**src/rtl/writeback_stage.sv**
```systemverilog
// -----------------------------------------------------------------------------
// writeback_stage
//
// Last stage of the core pipeline, sitting directly in front of the register
// file. ALU/CSR results are written back one cycle after they are accepted.
// Loads park the stage in WAIT_MEM until the data memory answers. The returned
// word is then sliced, aligned and sign/zero-extended, and written one cycle
// after the response.
//
// Optional build macro: WB_RETIRE_CNT_EN adds a 64-bit retired-instruction
// counter on instret_o.
//
// Ports
//   clk_i         system clock
//   rstn_i        asynchronous active-low reset
//   valid_i       execute presents an instruction
//   ready_o       stage can accept (high in IDLE only)
//   rd_i          destination register
//   exe_data_i    result for non-load instructions
//   is_load_i     instruction is a load
//   funct3_i      RISC-V load funct3
//   addr_lsb_i    low bits of the load byte address
//   mem_rvalid_i  data memory read response valid
//   mem_rdata_i   data memory read word (naturally aligned)
//   wb_valid_o    register-file write enable (one-cycle pulse)
//   rd_o          register-file write address
//   rd_data_o     register-file write data
//   instret_o     retired-instruction count (WB_RETIRE_CNT_EN only)
// -----------------------------------------------------------------------------
module writeback_stage #(
  parameter int DATA_WIDTH    = 32,
  parameter int RF_ADDR_WIDTH = 5
) (
  input  logic                     clk_i,
  input  logic                     rstn_i,
  input  logic                     valid_i,
  output logic                     ready_o,
  input  logic [RF_ADDR_WIDTH-1:0] rd_i,
  input  logic [DATA_WIDTH-1:0]    exe_data_i,
  input  logic                     is_load_i,
  input  logic [2:0]               funct3_i,
  input  logic [2:0]               addr_lsb_i,
  input  logic                     mem_rvalid_i,
  input  logic [DATA_WIDTH-1:0]    mem_rdata_i,
  output logic                     wb_valid_o,
  output logic [RF_ADDR_WIDTH-1:0] rd_o,
  output logic [DATA_WIDTH-1:0]    rd_data_o
`ifdef WB_RETIRE_CNT_EN
  ,
  output logic [63:0]              instret_o
`endif
);

  // Byte-offset width inside one memory word: 2 bits for RV32, 3 for RV64.
  localparam int OFF_W = (DATA_WIDTH == 64) ? 3 : 2;

  typedef enum logic {
    IDLE     = 1'b0,
    WAIT_MEM = 1'b1
  } state_t;

  state_t                   state_reg, state_next;
  logic [RF_ADDR_WIDTH-1:0] pend_rd_reg, pend_rd_next;
  logic [2:0]               pend_funct3_reg, pend_funct3_next;
  logic [2:0]               pend_lsb_reg, pend_lsb_next;
  logic                     wb_valid_next;
  logic [RF_ADDR_WIDTH-1:0] rd_next;
  logic [DATA_WIDTH-1:0]    rd_data_next;

  logic                     accept;
  logic [OFF_W-1:0]         off_b, off_h, off_w;
  logic [7:0]               byte_val;
  logic [15:0]              half_val;
  logic [31:0]              word_val;
  logic [DATA_WIDTH-1:0]    load_data;
  logic                     unused_lsb;

  assign ready_o = (state_reg == IDLE);
  assign accept  = valid_i && ready_o;

  // Only the offset bits that address a byte inside the word matter; the
  // upper lsb bit is meaningless on RV32.
  assign unused_lsb = ^pend_lsb_reg;
  assign off_b      = pend_lsb_reg[OFF_W-1:0];
  // Sub-word alignment bits are dropped, not checked.
  assign off_h      = off_b & ~OFF_W'(1);
  assign off_w      = off_b & ~OFF_W'(3);

  assign byte_val = 8'(mem_rdata_i >> {off_b, 3'b000});
  assign half_val = 16'(mem_rdata_i >> {off_h, 3'b000});
  assign word_val = 32'(mem_rdata_i >> {off_w, 3'b000});

  always_comb begin
    load_data = '0;
    case (pend_funct3_reg)
      3'b000:  load_data = DATA_WIDTH'($signed(byte_val));
      3'b100:  load_data = DATA_WIDTH'(byte_val);
      3'b001:  load_data = DATA_WIDTH'($signed(half_val));
      3'b101:  load_data = DATA_WIDTH'(half_val);
      3'b010:  load_data = DATA_WIDTH'($signed(word_val));
      3'b110:  if (DATA_WIDTH == 64) load_data = DATA_WIDTH'(word_val);
      3'b011:  if (DATA_WIDTH == 64) load_data = mem_rdata_i;
      default: load_data = '0;
    endcase
  end

  always_comb begin
    state_next       = state_reg;
    pend_rd_next     = pend_rd_reg;
    pend_funct3_next = pend_funct3_reg;
    pend_lsb_next    = pend_lsb_reg;
    wb_valid_next    = 1'b0;
    rd_next          = rd_o;
    rd_data_next     = rd_data_o;

    case (state_reg)
      IDLE: begin
        if (accept) begin
          if (is_load_i) begin
            pend_rd_next     = rd_i;
            pend_funct3_next = funct3_i;
            pend_lsb_next    = addr_lsb_i;
            state_next       = WAIT_MEM;
          end else begin
            wb_valid_next = 1'b1;
            rd_next       = rd_i;
            rd_data_next  = exe_data_i;
          end
        end
      end
      WAIT_MEM: begin
        if (mem_rvalid_i) begin
          wb_valid_next = 1'b1;
          rd_next       = pend_rd_reg;
          rd_data_next  = load_data;
          state_next    = IDLE;
        end
      end
      default: state_next = IDLE;
    endcase
  end

  always_ff @(posedge clk_i or negedge rstn_i) begin
    if (!rstn_i) begin
      state_reg       <= IDLE;
      pend_rd_reg     <= '0;
      pend_funct3_reg <= '0;
      pend_lsb_reg    <= '0;
      wb_valid_o      <= 1'b0;
      rd_o            <= '0;
      rd_data_o       <= '0;
    end else begin
      state_reg       <= state_next;
      pend_rd_reg     <= pend_rd_next;
      pend_funct3_reg <= pend_funct3_next;
      pend_lsb_reg    <= pend_lsb_next;
      wb_valid_o      <= wb_valid_next;
      rd_o            <= rd_next;
      rd_data_o       <= rd_data_next;
    end
  end

`ifdef WB_RETIRE_CNT_EN
  // Counts registered write pulses, so it trails wb_valid_o by one cycle.
  always_ff @(posedge clk_i or negedge rstn_i) begin
    if (!rstn_i) begin
      instret_o <= 64'd0;
    end else if (wb_valid_o) begin
      instret_o <= instret_o + 64'd1;
    end
  end
`endif

endmodule

```
**config.mk**
```make
export PLATFORM = sky130hd
export DESIGN_NAME = writeback_stage
export DESIGN_NICKNAME = d
export VERILOG_FILES = /design/src/rtl/writeback_stage.sv
export SDC_FILE = /design/constraint.sdc
export NUM_CORES = 1
export LEC_CHECK = 0
export CORE_MARGIN = 5
export CORE_UTILIZATION = 30
export CTS_CLUSTER_DIAMETER = 100
export DETAILED_ROUTE_END_ITERATION = 10
export PLACE_DENSITY_LB_ADDON = 0.12
export SLEW_MARGIN = 40
export SYNTH_ARGS = -nofsm -noshare
export SYNTH_HDL_FRONTEND = slang
export SYNTH_SLANG_ARGS = --single-unit
```
**constraint.sdc**
```tcl
create_clock -name clk_i -period 1.7 [get_ports clk_i]
set_clock_uncertainty 0.05 [all_clocks]
set_input_delay 0.425 -clock clk_i [delete_from_list [all_inputs] [get_ports clk_i]]
set_output_delay 0.425 -clock clk_i [all_outputs]
set_load 0.01 [all_outputs]
```
==> results of run 1 <==
## timing repair
action | in CTS | in global routing
buffers inserted | 4 | 2
gates resized for setup | 29 | 30
pin swaps | 2 | 10
setup endpoints to repair | 43 | 51
endpoints found under the hold margin | 0 | 0
cloned | 1 | 1
## synth_stat cells, types with 2 or more instances
cell type and instances:
nand3_1 3, clkbuf_1 11, nand2_1 24, o21ai_0 11
o22ai_1 12, a21o_1 17, a222oi_1 7, nand2b_1 2
mux2_2 20, nor2_1 15, mux2i_1 5, a221oi_2 8
a31oi_1 16, a21oi_1 16, nor2b_1 2, buf_6 3
dfrtp_1 49, o22a_1 16, buf_4 2, and3_1 2
nor4b_1 4, inv_1 3, buf_2 10
## metal layers
layer,routed length (µm),global-route usage [%],vias up
li1,-,-,1347
met2,4990,30.2,88
met3,618,3.95,9
met1,4180,21.8,1375
met5,0,0,-
met4,132,4.53,0
## worst paths after layout
path	startpoint	endpoint	cells after the start
hold reg to reg	rd_o[0]	rd_o[0]	2
max in group asynchronous	rstn_i	rd_o[3]	2
setup reg to reg	pend_lsb_reg[1]	rd_data_o[25]	7
min in group clk_i	rd_o[0]	rd_o[0]	2
setup / recovery	pend_lsb_reg[1]	rd_data_o[25]	7
hold / removal	rstn_i	rd_data_o[13]	1
## through the flow
stage / util, % / setup slack (ns) / total power [mW]
3_3_place_gp: 47.8 / -0.543 / 3.84
3_5_place_dp: 47.8 / -0.611 / 3.86
2_1_floorplan: - / 0.0472 / 2.67
6_report: 50.5 / -0.0482 / 4.50
4_1_cts: 49.5 / -0.0689 / 4.60
5_1_grt: 50.5 / -0.105 / 4.80
## layout by cell type, fill, tap and decap left out, types with 11 or more instances in the layout
cell / count
o22a_1: 16
a21o_1: 16
a31oi_1: 16
nand2_1: 24
mux2_2: 18
nor2_1: 14
a21oi_1: 16
buf_4: 45
dlymetal6s2s_1: 22
dlygate4sd2_1: 20
clkdlybuf4s50_1: 74
o21ai_0: 11
o22ai_1: 12
dfrtp_1: 47
## critical path: cells and delay by family, from the launching register on
kind / cells / cell delay (ns)
AO/OA/AOI/OAI: 3 / 0.49
buffers and inverters: 3 / 0.39
flip-flops: 1 / 0.42
multiplexers: 1 / 0.31
## layout make-up
type | count | area [µm²] | share of cell area [%]
clock buffers | 6 | 72.6 | 1.57
clock inverters | 2 | 13.8 | 0.298
inverters | 4 | 17.5 | 0.379
multi-input cells | 191 | 1430 | 31.0
flip-flops and latches | 49 | 1230 | 26.6
well taps | 111 | 139 | 3.01
repair buffers | 173 | 1710 | 37.1
## cell families after synthesis
family          Yosys count  share of synthesized area, %
mux                      26                          10.7
buf+inv                  30                          5.57
compound gates          108                          29.8
flops                    49                          44.0
simple gates             57                          9.89
## power by group through the flow
stage          Sequential (mW)  Clock (mW)  Combinational (mW)
2_1_floorplan             1.76           0               0.915
3_3_place_gp              1.67           0                2.17
3_5_place_dp              1.68           0                2.19
4_1_cts                   1.64       0.744                2.21
5_1_grt                   1.68       0.777                2.35
6_report                  1.64       0.698                2.17
==> impl_metrics.toml, run 1 <==
[clock_network]
cts_made_buffers = 5
cts_tree = "yes"
clock_sinks = 49
clockRootBuffer = "clkbuf_8"
cts_buffer_depth = 2
clock_latency_ns = 0.30
cts_hold_buf = 0
h-tree-depth = 2
clkTransAtPathRegs_ns = 0.10

[cells_and_area]
nets = 504
antennaDiodeCount = 0
layout.cells.non_filler = 536
largest_register_ffs = 32
finish.instance_area_um2 = 4620
syn2layout_area_growth_pct = 65.9
fill_cells = 899
drive_above_1_share_pct = 24.0

[critical_path]
path_class = "reg2reg"
slowest_delay_ns = 0.42
rrSetupSlack_ns = -0.05
arrival_ns = 1.90
cp_common_cell = "buf_6"
cp_cell_sequence = "buf_6 > mux2_4 > a32oi_4 > buf_6 > buf_16 > a31oi_1 > o22a_1"
crit_fanout = 8
end_kind = "register"
cpMaxStageDelayCell = "dfrtp_1"
critPathLaunchType = "register"
cp_data_required_time_ns = 1.85

[timing]
final-hold-violation-count = 0
slew_viol_final = 0
period_share_pct = 103
fin_tns_setup_ns = -0.309
fin_crit_ns = 1.75
slew_headroom_pct = 60.4
timing.hold.ws_ns = 0.00353
rsz0062_at_grt = "true"
final-setup-viol-count = 9
tightest_slew_ns = 0.592
clock.fmax_ghz = 0.572
finalWorstSetupSlack_ns = -0.0482

[synth]
ys_types = 35
async_flop_share_pct = 100
ys_seq_elements = 49
syn_avg_cell_area_um2 = 10.3
syn-instance-count = 270
yosysTopAreaCell = "dfrtp_1"
synth_edf_count = 0
syn_nets = 350
synth-main-ff-cell = "dfrtp_1"
synth_area_leaders = "dfrtp_1 44%, mux2_2 8.1%, o22a_1 5.0%"
syn_area_um2 = 2780
yosysTopAreaCellShare_pct = 44.0
ys_seq_area_share_pct = 44.0
yosys_warnings = 0

[die]
fp.dieH_um = 106
io_pins = 119
initial_core_util_pct = 30.4
die-area_um2 = 11300
die_w_um = 106
rows = 35
core_um2 = 9150

[grt]
antenna_found_initial = 0
grt_pass1_wl_mm = 15.5
gr-total-overflow = 0
grt_max_degree = 30
track_usage_pct = 17.4
grt_pass1_vias = 2927

[placement]
portBuffers = 117
place_inst = 521
dp_hpwl_mm = 7.59
placed_area_um2 = 4380
globalplace.congestion = 0.804

[power]
p_sw_mw = 1.54
powerDensity_nw_per_um2 = 975
leakagePower_nw = 2.06
power_frac_comb_pct = 48.2
sw_frac_of_total_pct = 34.1
peakVddDrop_v = 0.000374
p_int_mw = 2.97
power_frac_clock_pct = 15.5
seqPwrFrac_pct = 36.3

[outcome]
status = "finished with violations"
violations = "negative setup slack"

[hold_path]
min_path_type = "in2async"

[route]
finalWirelength_mm = 9.92
via_count = 2819
drtIter0Drc = 111
drt-vias-per-instance = 5.26
drt-wirelength-per-cell_um = 18.5
dr.pass1.iters = 7
drcViolationCount = 0
ant_nets = 0

[run]
drv_cap = 0
Power figures use the tool's default switching activity.
==> run 2, diff against run 1 <==
- SETUP_SLACK_MARGIN: not set -> 0.2
- SLEW_MARGIN: 40 -> 10
==> impl_metrics.toml, run 2 (same netlist as run 1, synthesis figures left out) <==
[critical_path]
rr_startpoint = "pend_funct3_reg[1]"
reg2reg_to = "rd_data_o[5]"
rrSetupSlack_ns = -0.04
end_kind = "register"
cp_data_required_time_ns = 1.85
path_class = "reg2reg"
crit_fanout = 7
critPathLaunchType = "register"
arrival_ns = 1.89
rr_worst_depth = 5

[timing]
rsz0062_at_grt = "true"
timing.hold.ws_ns = 0.0259
fin_crit_ns = 1.74
final-hold-violation-count = 0
final-setup-viol-count = 3
tightest_slew_ns = 0.549
finalWorstSetupSlack_ns = -0.0427
slew_viol_final = 0
slew_headroom_pct = 63.4
fin_tns_setup_ns = -0.0667
clock.fmax_ghz = 0.574
period_share_pct = 103

[cells_and_area]
final_core_util_pct = 53.1
final_common_cell = "clkdlybuf4s50_1"
layout.cells.non_filler = 549
drive_above_1_share_pct = 29.7
largest_register_ffs = 32
finish.instance_area_um2 = 4860
syn2layout_area_growth_pct = 74.5
antennaDiodeCount = 0
fill_cells = 827
final_cell_mix = "71 x clkdlybuf4s50_1, 54 x buf_4, 47 x dfrtp_1"
nets = 517

[power]
power_frac_comb_pct = 49.3
sw_frac_of_total_pct = 35.1
seqPwrFrac_pct = 34.4
powerDensity_nw_per_um2 = 997
peakVddDrop_v = 0.000525
p_int_mw = 3.14
leakagePower_nw = 2.03
p_sw_mw = 1.70
power.total_mw = 4.84
power_frac_clock_pct = 16.3

[route]
ant_nets = 0
finalWirelength_mm = 10.5
via_count = 2918
drcViolationCount = 0
drt-wirelength-per-cell_um = 19.1
dr.pass1.iters = 6
drt-vias-per-instance = 5.32
drtIter0Drc = 96

[grt]
grt_pass1_vias = 2899
grt_max_degree = 25
gr-total-overflow = 0
antenna_found_initial = 0
grt_pass1_wl_mm = 15.8
track_usage_pct = 17.9

[clock_network]
clockRootBuffer = "clkbuf_8"
clock_sinks = 49
clkTransAtPathRegs_ns = 0.10
cts_made_buffers = 5
cts_tree = "yes"
clock_latency_ns = 0.31
cts_buffer_depth = 2
h-tree-depth = 2
cts_hold_buf = 0

[die]
rows = 35
initial_core_util_pct = 30.4
io_pins = 119
die_w_um = 106
fp.dieH_um = 106
core_um2 = 9150
die-area_um2 = 11300

[placement]
placed_area_um2 = 4400
portBuffers = 117
post-place-ws_ns = -0.426
dp_hpwl_mm = 7.41
globalplace.congestion = 0.886
place_inst = 522

[run]
drv_cap = 0

[outcome]
violations = "negative setup slack"
status = "finished with violations"

[hold_path]
min_path_type = "in2async"
run 2: cell count changes in the layout (fill, tap and decap cells not counted), sizes merged:
cell | before | now
clkdlybuf4s50 | 74 | 71
clkdlybuf4s15 | 0 | 17
buf | 56 | 69
clkbuf | 7 | 9
dlygate4sd2 | 20 | 25
dlymetal6s2s | 22 | 1
run 2: how the worst max path moves through the flow:
| stage | startpoint | to | slack [ns] | cells after the start |
|---|---|---|---|---|
| after floorplan | pend_lsb_reg[1] | rd_data_o[8] | 0.07 | 6 |
| after global placement | mem_rdata_i[23] | rd_data_o[11] | -0.40 | 5 |
| after detailed placement | mem_rdata_i[15] | rd_data_o[15] | -0.43 | 5 |
| after CTS | pend_lsb_reg[1] | rd_data_o[0] | -0.04 | 6 |
| after global routing | pend_lsb_reg[1] | rd_data_o[6] | -0.10 | 5 |
| final | pend_funct3_reg[1] | rd_data_o[5] | -0.04 | 5 |
run 2: power groups by stage:
stage	sequential [mW]	clock, mW	combinational (mW)
2_1_floorplan	1.76	0	0.925
5_1_grt	1.70	0.849	2.56
3_5_place_dp	1.69	0	2.20
6_report	1.67	0.789	2.39
4_1_cts	1.65	0.806	2.15
3_3_place_gp	1.68	0	2.19
run 2: area by class of cell:
type / count / area, µm² / area share, %
multi-input cells: 191 / 1550 / 32.0
inverters: 4 / 25.0 / 0.515
flip-flops and latches: 49 / 1230 / 25.3
well taps: 111 / 139 / 2.86
clock inverters: 2 / 17.5 / 0.361
repair buffers: 186 / 1810 / 37.3
clock buffers: 6 / 82.6 / 1.70
run 2: layer usage:
metal / part of all wire, % / track usage (%)
met1: 43 / 23.9
met2: 50 / 29.4
met3: 6.3 / 4.31
met4: 1.2 / 3.61
met5: 0 / 0
run 2: critical path, cell delays in order (launching register included):
cell and delay, ns:
dfrtp_1 0.45, nor3b_4 0.18, a21o_1 0.24, a222oi_1 0.46, buf_4 0.18, o22ai_1 0.07
run 2: repair_timing:
item,in CTS,in global routing
gates cloned,2,2
pin swaps,11,14
gates resized for setup,64,47
setup buffers,5,10
setup endpoints to repair,81,63
